### config.mk
export PLATFORM = sky130hd
export DESIGN_NAME = alu_control_seq
export DESIGN_NICKNAME = d
export VERILOG_FILES = /design/src/rtl/alu_control_seq.sv
export SDC_FILE = /design/constraint.sdc
export NUM_CORES = 1
export LEC_CHECK = 0
export CORE_MARGIN = 8
export CORE_UTILIZATION = 49
export DETAILED_ROUTE_END_ITERATION = 8
export GPL_ROUTABILITY_DRIVEN = 0
export GPL_TIMING_DRIVEN = 0
export PLACE_DENSITY = 0.78
export SLEW_MARGIN = 25
export SYNTH_ARGS = -nofsm -noshare
export SYNTH_HDL_FRONTEND = slang
export SYNTH_SLANG_ARGS = --single-unit
### constraint.sdc
create_clock -name clk -period 1.5 [get_ports clk]
set_input_delay 0.15 -clock clk [delete_from_list [all_inputs] [get_ports clk]]
set_output_delay 0.15 -clock clk [all_outputs]
set_load 0.03 [all_outputs]
### src/rtl/alu_control_seq.sv
// Registered, handshaked ALU control decoder with mult/div sequencing.
// Decodes ALUop/func into an ALU control word and holds decode while a multi-cycle op runs.
module alu_control_seq #(
    parameter int MULT_CYCLES = 4,
    parameter int DIV_CYCLES  = 32,
    parameter int CNT_W       = 6,
    parameter bit EXT_EN      = 1'b1
) (
    input  logic       clk,
    input  logic       rst_n,
    input  logic       in_valid,
    output logic       in_ready,
    input  logic [1:0] ALUop,
    input  logic [5:0] func,
    output logic       out_valid,
    input  logic       out_ready,
    output logic [3:0] ALUctr,
    output logic       SllFlag,
    output logic       ShiftFlag,
    output logic       md_start,
    output logic       md_busy,
    output logic       illegal
);

    typedef enum logic [1:0] {
        S_IDLE,
        S_HOLD,
        S_MD
    } state_t;

    typedef struct packed {
        logic [3:0] ctr;
        logic       sll;
        logic       shift;
        logic       bad;
        logic       md;
        logic       is_div;
    } dec_t;

    localparam logic [CNT_W-1:0] MULT_LOAD = CNT_W'(MULT_CYCLES - 1);
    localparam logic [CNT_W-1:0] DIV_LOAD  = CNT_W'(DIV_CYCLES - 1);

    // Extended funcs (and/srl/mult/div) decode as illegal when EXT_EN is off.
    function automatic dec_t decode(input logic [1:0] op, input logic [5:0] fn);
        dec_t d;
        d = '0;
        case (op)
            2'b00: d.ctr = 4'b0010;
            2'b01: d.ctr = 4'b0110;
            2'b10: begin
                case (fn)
                    6'b100000, 6'b100001: d.ctr = 4'b0010;
                    6'b100010, 6'b100011: d.ctr = 4'b0110;
                    6'b101010:            d.ctr = 4'b0111;
                    6'b101001:            d.ctr = 4'b0101;
                    6'b100101:            d.ctr = 4'b0001;
                    6'b000000: begin
                        d.ctr   = 4'b1000;
                        d.sll   = 1'b1;
                        d.shift = 1'b1;
                    end
                    6'b100100: begin
                        if (EXT_EN) d.ctr = 4'b0000;
                        else        d.bad = 1'b1;
                    end
                    6'b000010: begin
                        if (EXT_EN) begin
                            d.ctr   = 4'b1001;
                            d.shift = 1'b1;
                        end else begin
                            d.bad = 1'b1;
                        end
                    end
                    6'b011000, 6'b011001, 6'b011010, 6'b011011: begin
                        if (EXT_EN) begin
                            d.ctr    = {2'b10, fn[1:0]} + 4'b0010;
                            d.md     = 1'b1;
                            d.is_div = fn[1];
                        end else begin
                            d.bad = 1'b1;
                        end
                    end
                    default: d.bad = 1'b1;
                endcase
            end
            default: d.bad = 1'b1;
        endcase
        return d;
    endfunction

    state_t           state;
    logic [CNT_W-1:0] count;
    dec_t             dec;
    logic             accept;

    assign dec      = decode(ALUop, func);
    assign in_ready = (state == S_IDLE) || ((state == S_HOLD) && out_ready);
    assign accept   = in_valid && in_ready;

    // NOTE: all state and registered outputs use non-blocking assignments so every
    // flop samples pre-edge values regardless of statement order.
    always_ff @(posedge clk or negedge rst_n) begin
        if (!rst_n) begin
            state     <= S_IDLE;
            count     <= '0;
            out_valid <= 1'b0;
            ALUctr    <= 4'b0000;
            SllFlag   <= 1'b0;
            ShiftFlag <= 1'b0;
            md_start  <= 1'b0;
            md_busy   <= 1'b0;
            illegal   <= 1'b0;
        end else begin
            md_start <= 1'b0;
            case (state)
                S_IDLE, S_HOLD: begin
                    if (accept) begin
                        ALUctr    <= dec.ctr;
                        SllFlag   <= dec.sll;
                        ShiftFlag <= dec.shift;
                        illegal   <= dec.bad;
                        if (dec.md) begin
                            state     <= S_MD;
                            md_start  <= 1'b1;
                            md_busy   <= 1'b1;
                            out_valid <= 1'b0;
                            count     <= dec.is_div ? DIV_LOAD : MULT_LOAD;
                        end else begin
                            state     <= S_HOLD;
                            out_valid <= 1'b1;
                        end
                    end else if (state == S_HOLD && out_ready) begin
                        state     <= S_IDLE;
                        out_valid <= 1'b0;
                    end
                end
                S_MD: begin
                    // Counter holds remaining cycles minus one; zero means this is the last.
                    if (count == '0) begin
                        state     <= S_HOLD;
                        md_busy   <= 1'b0;
                        out_valid <= 1'b1;
                    end else begin
                        count <= count - CNT_W'(1);
                    end
                end
                default: begin
                    state     <= S_IDLE;
                    out_valid <= 1'b0;
                    md_busy   <= 1'b0;
                end
            endcase
        end
    end

endmodule

---- Word-level counts from Yosys, hierarchy flattened ----
Cells that the tools add are included.
word-level totals
  flip-flop bits (word level) ............. 18
  input port bits ......................... 12
  output and inout port bits .............. 11
  word-level logic and storage cells ...... 83
cells by class
  add/sub/neg operators ................... 2
  eq/ne operators ......................... 22
  multiplexer cells ....................... 31
  reductions and logical operators ........ 19
operator list
  cell                                                                   number
  6-bit equality test, second input constant                             8
  4-bit one-hot mux with 8 select lines                                  1
  6-bit by 5-bit equality test with 1-bit output, second input constant  4
  6-bit 2-to-1 mux                                                       3
  2-bit 2-to-1 mux                                                       7
  14-bit OR reduction                                                    1
  1-bit 2-to-1 mux                                                       13
  6-bit logical NOT                                                      2
  4-bit one-hot mux with 3 select lines                                  1
  6-bit one-hot mux with 2 select lines                                  1
  2-bit OR reduction                                                     5
  2-bit inequality test, second input constant                           4
  6-bit by 2-bit equality test with 1-bit output, second input constant  1
  1-bit one-hot mux with 2 select lines                                  3
  6-bit by 1-bit subtractor with 6-bit output, second input constant     1
  5-bit 2-to-1 mux                                                       1
  4-bit by 2-bit adder with 4-bit output, second input constant          1
  2-bit by 1-bit equality test with 1-bit output, second input constant  2
  2-bit equality test, second input constant                             2
  2-bit logical NOT                                                      2
  2-bit one-hot mux with 2 select lines                                  1
  2-bit AND reduction                                                    2
  4-bit AND reduction                                                    1
  4-bit OR reduction                                                     1
  5 further kinds                                                        6

---- Longest topological paths before layout ----
  word-level depth ........................ 8
  mapped depth ............................ 7
  gate-level depth less buffers ........... 7

---- Worst setup path before layout ----
No wires, ideal clock.
  kind .................................... reg2reg
  from .................................... register, netlist name out_valid
  to ...................................... register count[5]
  setup time .............................. 0.121 ns
  data arrival time ....................... 1.313 ns
  data required time ...................... 1.379 ns
  path slack .............................. 0.066 ns
  stages on the path, launching flop included .. 6
  path buffers ............................ 0
  period minus slack after synthesis ...... 1.434 ns
  cells stage by stage .................... dfrtp_1 > nand2b_1 > a31oi_2 > nand3_1 > xor2_1 > nor2_1
RTL lines
  what                    RTL line  text
  end signal: assignment  127       count <= dec.is_div ? DIV_LOAD : MULT_LOAD;
  end signal: assignment  144       count <= count - CNT_W'(1);
  end: declaration        92        logic [CNT_W-1:0] count;

---- Worst setup path in the final report ----
  from .................................... register count[0]
  to ...................................... register count[4]
between the ends
  cells in the longest elaborated chain, start to end .. 3
  elaborated cells between the ends (all ways) .. 6
  those cells by class .................... add/sub (1); eq/ne (1); mux (2); reduce/logical (2)
RTL lines
  what                                                                                     RTL line
  6-bit by 1-bit subtractor with 6-bit output / 6-bit logical NOT (equally long branches)  144, 139
  6-bit 2-to-1 mux / 2-bit inequality test (equally long branches)                         --
  6-bit one-hot mux with 2 select lines / 4-bit AND reduction (equally long branches)      --
Several ways; a longest one is shown, not always the timed one. The select of a mux whose other input is x is not followed.
A chain may end at the register's enable or synchronous reset.

==> impl_metrics.csv <==
group,metric,value,unit
worst_setup_path,crit_start,"count[0]",
yosys,ys_async_sr_fraction,100,%
floorplanning,initial_core_util,52.1,%
yosys,synth-seq-cells,17,
grt,grt_pass1_wl,4250,um
worst_setup_path,path_max_fanout,3,
place,dp.final_hpwl,1920,um
yosys,synth_top_family_by_area,"compound AO/OA/AOI/OAI gates",
timing,timing.final.hold_violations,0,
worst_setup_path,crit_cells,7,
timing,fin_worst_skew,0.00422,ns
grt,grt_max_degree,18,
timing,timing.fmax,650,MHz
worst_setup_path,required,1.74,ns
routing,ant_nets,0,
yosys,synth_mux_area_share,0,%
final_layout,fin_cells,167,
clock_network,cts_tree,"yes",
floorplanning,die_h,61.9,um
final_layout,final_nets,155,
worst_setup_path,path_class,"register to register",
yosys,synth_fp_nets,127,
yosys,synth_edf_count,0,
worst_setup_path,r2r_cells,7,
grt,grt_pass1_vias,920,
timing,finalMaxSlewViolations,0,
grt,grt_use_total,15.2,%
floorplanning,coreArea,1980,um2
worst_setup_path,regToRegEndpoint,"count[4]",
floorplanning,dieWidth,61.9,um
routing,drt-pass1-iter-count,4,
yosys,synthDistinctLibCells,40,
status,status,"finished with violations",
power,p_leak,0.664,nW
clock_network,cts_hold_buffers,0,
status,violations,"setup timing",
power,ir_drop,0.613,mV
timing,setup_viol,3,
final_layout,mostFrequentLayoutCell,"dfrtp_1",
final_layout,syn2layout_area_growth,33.8,%
clock_network,clkLatencyLatePin,0.31,ns
timing,slew_headroom,47.2,%
power,power_density,801,nW/um2
yosys,synth_simple_gate_area_share,25.5,%
power,total_power,1.11,mW
routing,drc,0,
clock_network,cts_buffer_depth,2,
final_layout,drive_gt1_share,20.7,%
grt,grt_overflow,0,
yosys,synth_flop_cell,"dfrtp_1",
yosys,netlist_area,1030,um2
final_layout,final_cell_mix,"dfrtp_1, nand2_1, clkdlybuf4s50_1",
place,io_buffer_count,22,
yosys,yosys_warnings,0,
worst_setup_path,reg2reg_from,"count[0]",
worst_setup_path,cp-end-kind,"register",
floorplanning,rows,16,
clock_network,htree_levels,1,
routing,wirelength,2790,um
worst_setup_path,cp-start-kind,"register",
floorplanning,io_pins,23,
yosys,synth_compound_area_share,26.3,%
clock_network,cts_root_buf,"clkbuf_4",
timing,fin_crit,1.54,ns
yosys,synthAdderAreaFrac,2.42,%
routing,drt_iter0_markers,43,
worst_setup_path,cp_top_family,"simple AND/OR/NAND/NOR gates",
clock_network,cts.sinks,17,
worst_setup_path,cp_num_buf_inv,2,
yosys,avgSynthCellArea,9.13,um2
timing,fin_ws,-0.0384,ns
yosys,postSynthCellCount,113,
yosys,seq_area_frac_synth,41.2,%
worst_setup_path,slowest_stage,"dfrtp_1",
worst_setup_path,max_stage_delay,0.44,ns
routing,wl_per_cell,16.7,um
job,cap_viol_max_count,0,
clock_network,cts.clk_slew.worst_paths,0.11,ns
floorplanning,die-area,3830,um2
routing,vias,993,
worst_setup_path,critPathCapture,"count[4]",
worst_setup_path,critical_path.cell_chain,"inv_2, ha_4, inv_2, or3_4, nor3_4, a211oi_2, a31oi_1",
worst_setup_path,r2r_slack,-0.04,ns
timing,whs,0.283,ns
worst_setup_path,worst_path_most_repeated_cell,"inv_2",
timing,final.setup.tns,-0.0617,ns
timing,fin_crit_sh,103,%
worst_hold_path,hp-class,"primary input to asynchronous set/reset pin",
final_layout,n_antenna_cell,0,
timing,rsz0062_at_grt,"yes",
timing,worstMarginPinSlew,0.790,ns
routing,via_per_inst,5.95,
yosys,yosys.area_share.xor_xnor,0.848,%
place,placedCellCount,162,
clock_network,cts_made_buffers,3,
worst_setup_path,arrival,1.78,ns
grt,antenna_found_initial,0,
final_layout,fill_cells,156,
-- through the flow --
step,worst slack [ns],utilization [%],instance area [um2]
floorplan,0.0659,-,1030
global placement,-0.271,64.9,1290
detailed placement,-0.257,64.9,1290
CTS,0.00000810,66.2,1310
global route,-0.105,69.7,1380
finish,-0.0384,69.7,1380
-- routing by layer --
metal	part of all wire [%]	track usage, %
met4	2.5	8.12
met5	0	0
met3	8.9	4.53
met1	42	18.2
met2	46	23.8
-- cell families after synthesis --
group,count (synthesis)
AO/OA/AOI/OAI,39
XOR/XNOR,1
adder cells (fa/ha/maj),2
buffers and inverters,8
flip-flops,17
AND/OR/NAND/NOR,46
-- area by class of cell --
class	count	area, um2	area share, %
plain buffers	3	20.0	1.45
clock buffers	3	22.5	1.63
clock inverters	1	5.00	0.362
inverters	5	18.8	1.36
multi-input cells	88	619	44.8
flip-flops and latches	17	425	30.8
well taps	27	33.8	2.45
repair buffers	23	236	17.1
-- sequential cells by signal (all words and copies together), names as in the netlist --
name and cells:
count 6, state 1, md_start 1, ALUctr 4, SllFlag 1, illegal 1
md_busy 1, out_valid 1, ShiftFlag 1
-- how the worst min path moves through the flow --
| stage | end | slack, ns |
|---|---|---|
| finish | md_busy | 0.28 |
| detailed placement | md_busy | 0.47 |
| floorplan | ALUctr[0] | -0.15 |
| global route | md_busy | 0.35 |
| global placement | md_busy | 0.46 |
| CTS | md_busy | 0.30 |
-- worst register-to-register path, stage by stage, from the launching register on --
cell	delay, ns
dfrtp_1	0.44
inv_2	0.10
ha_4	0.14
inv_2	0.04
or3_4	0.38
nor3_4	0.18
a211oi_2	0.05
a31oi_1	0.14
-- Yosys cell counts (2+ instances only) --
| cell | instances | area (um2) |
|---|---|---|
| a211oi_1 | 2 | 15.0 |
| nor2b_1 | 2 | 12.5 |
| nand3b_1 | 2 | 15.0 |
| o22ai_1 | 2 | 12.5 |
| o21ai_0 | 5 | 25.0 |
| a21oi_1 | 9 | 45.0 |
| nor2_1 | 8 | 30.0 |
| nand2_1 | 11 | 41.3 |
| o21ai_1 | 6 | 30.0 |
| nand2b_1 | 5 | 31.3 |
| buf_4 | 2 | 15.0 |
| inv_1 | 5 | 18.8 |
| nand3_1 | 3 | 15.0 |
| and2b_1 | 2 | 15.0 |
| a31oi_1 | 3 | 18.8 |
| dfrtp_1 | 17 | 425 |
| nor3_1 | 5 | 25.0 |
| ha_1 | 2 | 25.0 |
-- power by group --
group / internal (mW) / switching, mW
logic: 0.123 / 0.169
clock network: 0.0999 / 0.169
registers: 0.503 / 0.0441
-- what timing repair did --
item	CTS	global route
pin swaps	0	6
resized for setup	6	23
setup endpoints to repair	4	12
buffers inserted	0	1
Note: power is estimated with default switching activity, not from simulation.
